[src/rtl/ula_pkg.sv]
// Shared definitions for the ULA sequencer: operation codes, FSM states and
// the default datapath width.
package ula_pkg;

  localparam int unsigned ULA_WIDTH = 32;

  // ULA_control codes. 011 and 100 are reserved but still forwarded.
  typedef enum logic [2:0] {
    ULA_AND  = 3'b000,
    ULA_OR   = 3'b001,
    ULA_ADD  = 3'b010,
    ULA_RSV3 = 3'b011,
    ULA_RSV4 = 3'b100,
    ULA_SUB  = 3'b110,
    ULA_SLT  = 3'b111
  } ula_op_t;

  typedef enum logic [1:0] {
    ST_IDLE,
    ST_SETTLE,
    ST_RESP
  } seq_state_t;

  // Width of a down-counter that must hold settle-1.
  function automatic int unsigned settle_cnt_w(input int unsigned settle);
    return (settle > 1) ? $clog2(settle) : 1;
  endfunction

endpackage

[src/rtl/ula_sequencer_if.sv]
// Command, response and ULA drive signals for the ULA sequencer.
interface ula_sequencer_if import ula_pkg::*; #(
  parameter int unsigned WIDTH = ULA_WIDTH
);
  logic             cmd_valid;
  logic             cmd_ready;
  logic [WIDTH-1:0] cmd_a;
  logic [WIDTH-1:0] cmd_b;
  ula_op_t          cmd_op;
  logic             cmd_chain;

  logic [WIDTH-1:0] ula_entrada_01;
  logic [WIDTH-1:0] ula_entrada_02;
  ula_op_t          ula_control;
  logic [WIDTH-1:0] ula_result;
  logic             ula_zero;

  logic             rsp_valid;
  logic             rsp_ready;
  logic [WIDTH-1:0] rsp_result;
  logic             rsp_zero;

  // Sequencer side.
  modport slave (
    input  cmd_valid, cmd_a, cmd_b, cmd_op, cmd_chain,
    output cmd_ready,
    output ula_entrada_01, ula_entrada_02, ula_control,
    input  ula_result, ula_zero,
    output rsp_valid, rsp_result, rsp_zero,
    input  rsp_ready
  );

  // Datapath control side, which also hosts the ULA instance.
  modport master (
    output cmd_valid, cmd_a, cmd_b, cmd_op, cmd_chain,
    input  cmd_ready,
    input  ula_entrada_01, ula_entrada_02, ula_control,
    output ula_result, ula_zero,
    input  rsp_valid, rsp_result, rsp_zero,
    output rsp_ready
  );
endinterface

[src/rtl/ula_sequencer_settle_counter.sv]
// Loadable down-counter with zero flag; times how long operands sit on the ULA.
module ula_settle_counter #(
  parameter int unsigned W = 1
) (
  input  logic         clk,
  input  logic         rst_n,
  input  logic         load,
  input  logic [W-1:0] load_val,
  input  logic         dec,
  output logic         is_zero
);
  logic [W-1:0] count;

  // Load takes priority; decrement saturates at zero.
  always_ff @(posedge clk or negedge rst_n) begin
    if (!rst_n) begin
      count <= '0;
    end else if (load) begin
      count <= load_val;
    end else if (dec && (count != '0)) begin
      count <= count - 1'b1;
    end
  end

  assign is_zero = (count == '0);

endmodule

[src/rtl/ula_sequencer.sv]
// Initiator for the combinational ULA: accepts a command, holds the operands
// on the ULA for SETTLE_CYCLES clocks, then returns the sampled result.
module ula_sequencer import ula_pkg::*; #(
  parameter int unsigned WIDTH         = ULA_WIDTH,
  parameter int unsigned SETTLE_CYCLES = 1,
  parameter int unsigned CNT_W         = 16
) (
  input  logic             clk,
  input  logic             rst_n,
  ula_sequencer_if.slave   bus,
  output logic [CNT_W-1:0] op_count
);
  localparam int unsigned       CW          = settle_cnt_w(SETTLE_CYCLES);
  localparam logic [CW-1:0]     SETTLE_LOAD = CW'(SETTLE_CYCLES - 1);

  seq_state_t       state, state_nxt;
  logic             accept, capture, done;
  logic             cnt_load, cnt_dec, cnt_zero;

  logic [WIDTH-1:0] ent1_q, ent2_q, last_result;
  ula_op_t          ctl_q;
  logic             rsp_valid_q, rsp_zero_q;
  logic [WIDTH-1:0] rsp_result_q;

  // Gated with rst_n so no command is accepted while reset is held.
  assign bus.cmd_ready = rst_n && (state == ST_IDLE);

  ula_settle_counter #(.W(CW)) u_settle (
    .clk      (clk),
    .rst_n    (rst_n),
    .load     (cnt_load),
    .load_val (SETTLE_LOAD),
    .dec      (cnt_dec),
    .is_zero  (cnt_zero)
  );

  // State register.
  always_ff @(posedge clk or negedge rst_n) begin
    if (!rst_n) state <= ST_IDLE;
    else        state <= state_nxt;
  end

  // Next-state and datapath strobes.
  always_comb begin
    state_nxt = state;
    accept    = 1'b0;
    capture   = 1'b0;
    done      = 1'b0;
    cnt_load  = 1'b0;
    cnt_dec   = 1'b0;
    unique case (state)
      ST_IDLE: begin
        if (bus.cmd_valid && bus.cmd_ready) begin
          accept    = 1'b1;
          cnt_load  = 1'b1;
          state_nxt = ST_SETTLE;
        end
      end
      ST_SETTLE: begin
        if (cnt_zero) begin
          capture   = 1'b1;
          state_nxt = ST_RESP;
        end else begin
          cnt_dec   = 1'b1;
        end
      end
      ST_RESP: begin
        if (rsp_valid_q && bus.rsp_ready) begin
          done      = 1'b1;
          state_nxt = ST_IDLE;
        end
      end
      default: state_nxt = ST_IDLE;
    endcase
  end

  // Operand drive, result capture and completion counting.
  always_ff @(posedge clk or negedge rst_n) begin
    if (!rst_n) begin
      ent1_q       <= '0;
      ent2_q       <= '0;
      ctl_q        <= ULA_AND;
      last_result  <= '0;
      rsp_valid_q  <= 1'b0;
      rsp_result_q <= '0;
      rsp_zero_q   <= 1'b0;
      op_count     <= '0;
    end else begin
      if (accept) begin
        ent1_q <= bus.cmd_chain ? last_result : bus.cmd_a;
        ent2_q <= bus.cmd_b;
        ctl_q  <= bus.cmd_op;
      end
      if (capture) begin
        rsp_result_q <= bus.ula_result;
        rsp_zero_q   <= bus.ula_zero;
        last_result  <= bus.ula_result;
        rsp_valid_q  <= 1'b1;
      end
      if (done) begin
        rsp_valid_q <= 1'b0;
        op_count    <= op_count + 1'b1;
      end
    end
  end

  assign bus.ula_entrada_01 = ent1_q;
  assign bus.ula_entrada_02 = ent2_q;
  assign bus.ula_control    = ctl_q;
  assign bus.rsp_valid      = rsp_valid_q;
  assign bus.rsp_result     = rsp_result_q;
  assign bus.rsp_zero       = rsp_zero_q;

endmodule

[src/flat_wrapper.sv]
// flat-port wrapper written by rule: the top's interface ports become plain ports
module ula_sequencer_flat import ula_pkg::*;
#(
  parameter int unsigned WIDTH         = ULA_WIDTH,
  parameter int unsigned SETTLE_CYCLES = 1,
  parameter int unsigned CNT_W         = 16
)
  (clk, rst_n, op_count, bus_cmd_valid, bus_cmd_a, bus_cmd_b, bus_cmd_op, bus_cmd_chain, bus_cmd_ready, bus_ula_entrada_01, bus_ula_entrada_02, bus_ula_control, bus_ula_result, bus_ula_zero, bus_rsp_valid, bus_rsp_result, bus_rsp_zero, bus_rsp_ready);
  ula_sequencer_if #(.WIDTH(WIDTH)) bus_i ();
  input  logic clk;
  input  logic rst_n;
  output logic [CNT_W-1:0] op_count;
  input wire logic [$bits(bus_i.cmd_valid)-1:0] bus_cmd_valid;
  input wire logic [$bits(bus_i.cmd_a)-1:0] bus_cmd_a;
  input wire logic [$bits(bus_i.cmd_b)-1:0] bus_cmd_b;
  input wire logic [$bits(bus_i.cmd_op)-1:0] bus_cmd_op;
  input wire logic [$bits(bus_i.cmd_chain)-1:0] bus_cmd_chain;
  output wire logic [$bits(bus_i.cmd_ready)-1:0] bus_cmd_ready;
  output wire logic [$bits(bus_i.ula_entrada_01)-1:0] bus_ula_entrada_01;
  output wire logic [$bits(bus_i.ula_entrada_02)-1:0] bus_ula_entrada_02;
  output wire logic [$bits(bus_i.ula_control)-1:0] bus_ula_control;
  input wire logic [$bits(bus_i.ula_result)-1:0] bus_ula_result;
  input wire logic [$bits(bus_i.ula_zero)-1:0] bus_ula_zero;
  output wire logic [$bits(bus_i.rsp_valid)-1:0] bus_rsp_valid;
  output wire logic [$bits(bus_i.rsp_result)-1:0] bus_rsp_result;
  output wire logic [$bits(bus_i.rsp_zero)-1:0] bus_rsp_zero;
  input wire logic [$bits(bus_i.rsp_ready)-1:0] bus_rsp_ready;
  assign bus_i.cmd_valid = bus_cmd_valid;
  assign bus_i.cmd_a = bus_cmd_a;
  assign bus_i.cmd_b = bus_cmd_b;
  assign bus_i.cmd_op = bus_cmd_op;
  assign bus_i.cmd_chain = bus_cmd_chain;
  assign bus_cmd_ready = bus_i.cmd_ready;
  assign bus_ula_entrada_01 = bus_i.ula_entrada_01;
  assign bus_ula_entrada_02 = bus_i.ula_entrada_02;
  assign bus_ula_control = bus_i.ula_control;
  assign bus_i.ula_result = bus_ula_result;
  assign bus_i.ula_zero = bus_ula_zero;
  assign bus_rsp_valid = bus_i.rsp_valid;
  assign bus_rsp_result = bus_i.rsp_result;
  assign bus_rsp_zero = bus_i.rsp_zero;
  assign bus_i.rsp_ready = bus_rsp_ready;
  ula_sequencer #(.WIDTH(WIDTH), .SETTLE_CYCLES(SETTLE_CYCLES), .CNT_W(CNT_W)) u_core (.clk(clk), .rst_n(rst_n), .bus(bus_i), .op_count(op_count));
endmodule
[config.mk]
export PLATFORM = sky130hd
export DESIGN_NAME = ula_sequencer_flat
export DESIGN_NICKNAME = d
export VERILOG_FILES = /design/src/rtl/ula_pkg.sv /design/src/rtl/ula_sequencer_if.sv /design/src/rtl/ula_sequencer_settle_counter.sv /design/src/rtl/ula_sequencer.sv /design/src/flat_wrapper.sv
export SDC_FILE = /design/constraint.sdc
export NUM_CORES = 1
export LEC_CHECK = 0
export ABC_CLOCK_PERIOD_IN_PS = 1800
export CORE_MARGIN = 2
export CORE_UTILIZATION = 42
export DETAILED_ROUTE_END_ITERATION = 7
export PLACE_DENSITY = 0.9
export SLEW_MARGIN = 20
export SYNTH_ARGS = -nofsm -noshare
export SYNTH_HDL_FRONTEND = slang
export SYNTH_SLANG_ARGS = --single-unit
[constraint.sdc]
create_clock -name clk -period 1.8 [get_ports clk]
set_input_delay 0.27 -clock clk [delete_from_list [all_inputs] [get_ports clk]]
set_output_delay 0.27 -clock clk [all_outputs]
set_load 0.01 [all_outputs]
==> results.json <==
{
  "cts_tree": "built",
  "fmax_mhz": 579.7,
  "dpl.hpwl_um": 8872,
  "avgSynthCellArea_um2": 13.93,
  "seq_area_frac_synth": 0.6039,
  "synth_area_leader_cell": "dfrtp_1",
  "busiest_layer": "met2",
  "worst-setup-path-type": "input pin to output port",
  "grt-ovfl-total": 0,
  "crit_path_end_kind": "output port",
  "critical_path.max_fanout": 2,
  "cp_cell_sequence": "dlygate4sd3_1 -> buf_4 -> nor3b_2 -> dlygate4sd2_1",
  "placed_area_um2": 7367,
  "relSlewSlack": 0.5841,
  "grt_max_degree": 121,
  "yosys_warnings": 0,
  "vias": 3664,
  "hold_path.class": "input pin to flop",
  "drtIter0Drc": 140,
  "die_width_um": 112.8,
  "synthTopCellsByArea": "dfrtp_1 60%, mux2_2 8.6%, mux2i_1 6.4%",
  "use_met2": 0.3417,
  "area_growth_pct": 61.55,
  "fin_crit_ps": 1725,
  "finalHoldViolCount": 0,
  "outcome": "finished, final reports clean",
  "skew_ps": 7.305,
  "cp_slowest_cell": "dlygate4sd3_1",
  "dr.pass1.iters": 4,
  "numCtsBuffers": 17,
  "critPathLaunchType": "input pin",
  "setup-violations-final": 0,
  "post-route-drc-count": 0,
  "finalNetCount": 694,
  "drt_wl_total_um": 12610,
  "num_io_pins": 223,
  "synth-compound-area-share": 0.03649,
  "via_per_inst": 4.925,
  "clock_latency_ps": 410,
  "die_h_um": 112.8,
  "syn_area_um2": 4972,
  "worst_slew_pin_slew_ps": 623.8,
  "grtUsageMet3": 0.07606,
  "clockRootBuffer": "clkbuf_16",
  "cts_setup_buffers": 0,
  "synth_cells": 357,
  "synth_seq_cells": 120,
  "grt_pass1_wl_um": 20170,
  "finalCritPeriodShare": 0.9584,
  "fin_tns_setup_ps": 0,
  "syn_nets": 463,
  "drv_cap": 0,
  "drive_above_1_share": 0.1714,
  "critPathTopFamily": "buffers and inverters",
  "cp.arrival_ps": 1460,
  "synth_top_family_by_area": "multiplexers",
  "row_count": 39,
  "rsz0062_at_grt": "no",
  "ys.flop_type": "dfrtp_1",
  "crit_required_ps": 1530,
  "grt_pass1_vias": 4026,
  "synth.area.mux_share": 0.2343,
  "antennaDiodeCount": 0,
  "ant_nets": 0,
  "synth_simple_gate_area_frac": 0.06970,
  "htree_levels": 4,
  "start_util": 0.4336,
  "grt_use_total": 0.2043,
  "slew_viol_final": 0,
  "total_power_mw": 13.73,
  "synth_cell_types": 31,
  "synth_edf_count": 0,
  "stdcell_area_um2": 8033,
  "routed_wire_length_per_instance_um": 16.95,
  "die_area_um2": 12730,
  "place_congestion": 0.7836,
  "final_util": 0.7005,
  "synth_fa_ha_area_frac": 0.002516,
  "clkTransAtPathRegs_ps": 50,
  "synth_top_area_frac": 0.6039,
  "power.leakage_nw": 3.447,
  "synth_xor_area_frac": 0.02642,
  "critPathBufInv": 3,
  "gr-usage-met1": 0.2306,
  "antenna_found_initial": 0,
  "p_per_area_nw_per_um2": 1709,
  "irDropWorstVdd_uv": 1131,
  "clk_path_buf_depth": 2,
  "cts_sinks": 120,
  "synth_async_sr_flop_share": 1.000,
  "fp.coreArea_um2": 11470,
  "slowest_delay_ps": 530,
  "port_buffers": 222
}
==> synthesized netlist by cell type, types with 3 or more instances <==
| library cell | n |
|---|---|
| dfrtp_1 | 120 |
| mux2_1 | 9 |
| nand2_1 | 12 |
| and4_1 | 3 |
| mux2_4 | 21 |
| xnor2_1 | 12 |
| buf_4 | 6 |
| nand3_1 | 5 |
| buf_6 | 4 |
| mux2i_1 | 32 |
| buf_2 | 7 |
| nand4_1 | 3 |
| nor2_1 | 35 |
| a21oi_1 | 32 |
| mux2_2 | 38 |
| xor2_1 | 3 |
==> registers in the layout (all words and copies together), names as in the netlist <==
register and count:
u_core.op_count 16, u_core.bus.ula_entrada_02 32, u_core.u_settle.count 1, u_core.state 2
u_core.bus.ula_control 3, u_core.bus.rsp_zero 1, u_core.bus.ula_entrada_01 32, u_core.bus.rsp_valid 1
u_core.bus.rsp_result 32
==> repair_timing <==
item                                    in CTS  in global routing
endpoints found under the setup margin       1                  0
hold buffers                                 1                  0
resized for setup                            1                  0
endpoints found under the hold margin       14                  0
==> worst register-to-register path, cell delays in order (launching register included) <==
cell,delay (ps)
dfrtp_1,440
nand2b_1,260
nor2_4,140
buf_12,230
mux2_2,410
==> where the power goes <==
| part | switching [mW] | internal (mW) |
|---|---|---|
| registers | 0.834 | 3.90 |
| logic | 1.95 | 3.30 |
| clock network | 1.15 | 2.60 |
==> placed cells by master, fill, tap and decap left out, drive strengths merged, types with 5 or more instances in the layout <==
| cell | count |
|---|---|
| nand3 | 5 |
| buf | 9 |
| nor2 | 36 |
| mux2 | 68 |
| nand2 | 12 |
| bufinv | 5 |
| a21oi | 32 |
| xnor2 | 12 |
| clkbuf | 24 |
| dfrtp | 120 |
| clkdlybuf4s50 | 219 |
| mux2i | 32 |
==> per-stage QoR <==
step / setup WS (ps) / hold WS (ps) / std cells
after floorplan: 215.3 / -25.59 / 357
after global placement: 59.93 / 430.4 / 711
after detailed placement: 52.60 / 443.0 / 711
after CTS: 53.19 / 423.1 / 744
after global routing: 18.77 / 447.1 / 744
final: 74.93 / 433.5 / 744
==> kinds of logic after synthesis <==
family | count (synthesis)
and+or+nand+nor | 67
xor gates and xnor gates | 15
adders and majority gates | 1
DFF | 120
AOI/OAI and AO/OA | 35
muxes | 100
buffers and inverters | 19
==> area by class of cell <==
class / count / area (um^2)
fill: 790 / 3435
sequential: 120 / 3003
timing repair buffer: 230 / 2351
multi-input combinational: 218 / 1839
clock buffer: 24 / 491.7
tap: 143 / 178.9
clock inverter: 8 / 165.2
inverter: 1 / 3.754
==> path summary, 6_finish.rpt <==
kind | cells past startpoint | endpoint | slack (ps) | from
setup / recovery | 4 | bus_cmd_ready | 70 | rst_n
hold / removal | 4 | u_core.bus.ula_entrada_01[30]$_DFFE_PN0P_ | 430 | bus_cmd_chain
setup reg to reg | 4 | u_core.bus.rsp_result[1]$_DFFE_PN0P_ | 210 | u_core.state[1]$_DFFE_PN0P_
hold reg to reg | 1 | u_core.op_count[15]$_DFFE_PN0P_ | 470 | u_core.op_count[15]$_DFFE_PN0P_
max in group asynchronous | 3 | u_core.bus.rsp_result[2]$_DFFE_PN0P_ | 830 | rst_n
min in group asynchronous | 3 | u_core.bus.ula_entrada_02[25]$_DFFE_PN0P_ | 530 | rst_n
==> metal layers <==
layer / share of wire / vias up
met2: 0.52 / 146
li1: - / 1704
met3: 0.075 / 31
met4: 0.030 / 0
met5: 0 / -
met1: 0.38 / 1783
Note: power is estimated with default switching activity, not from simulation.
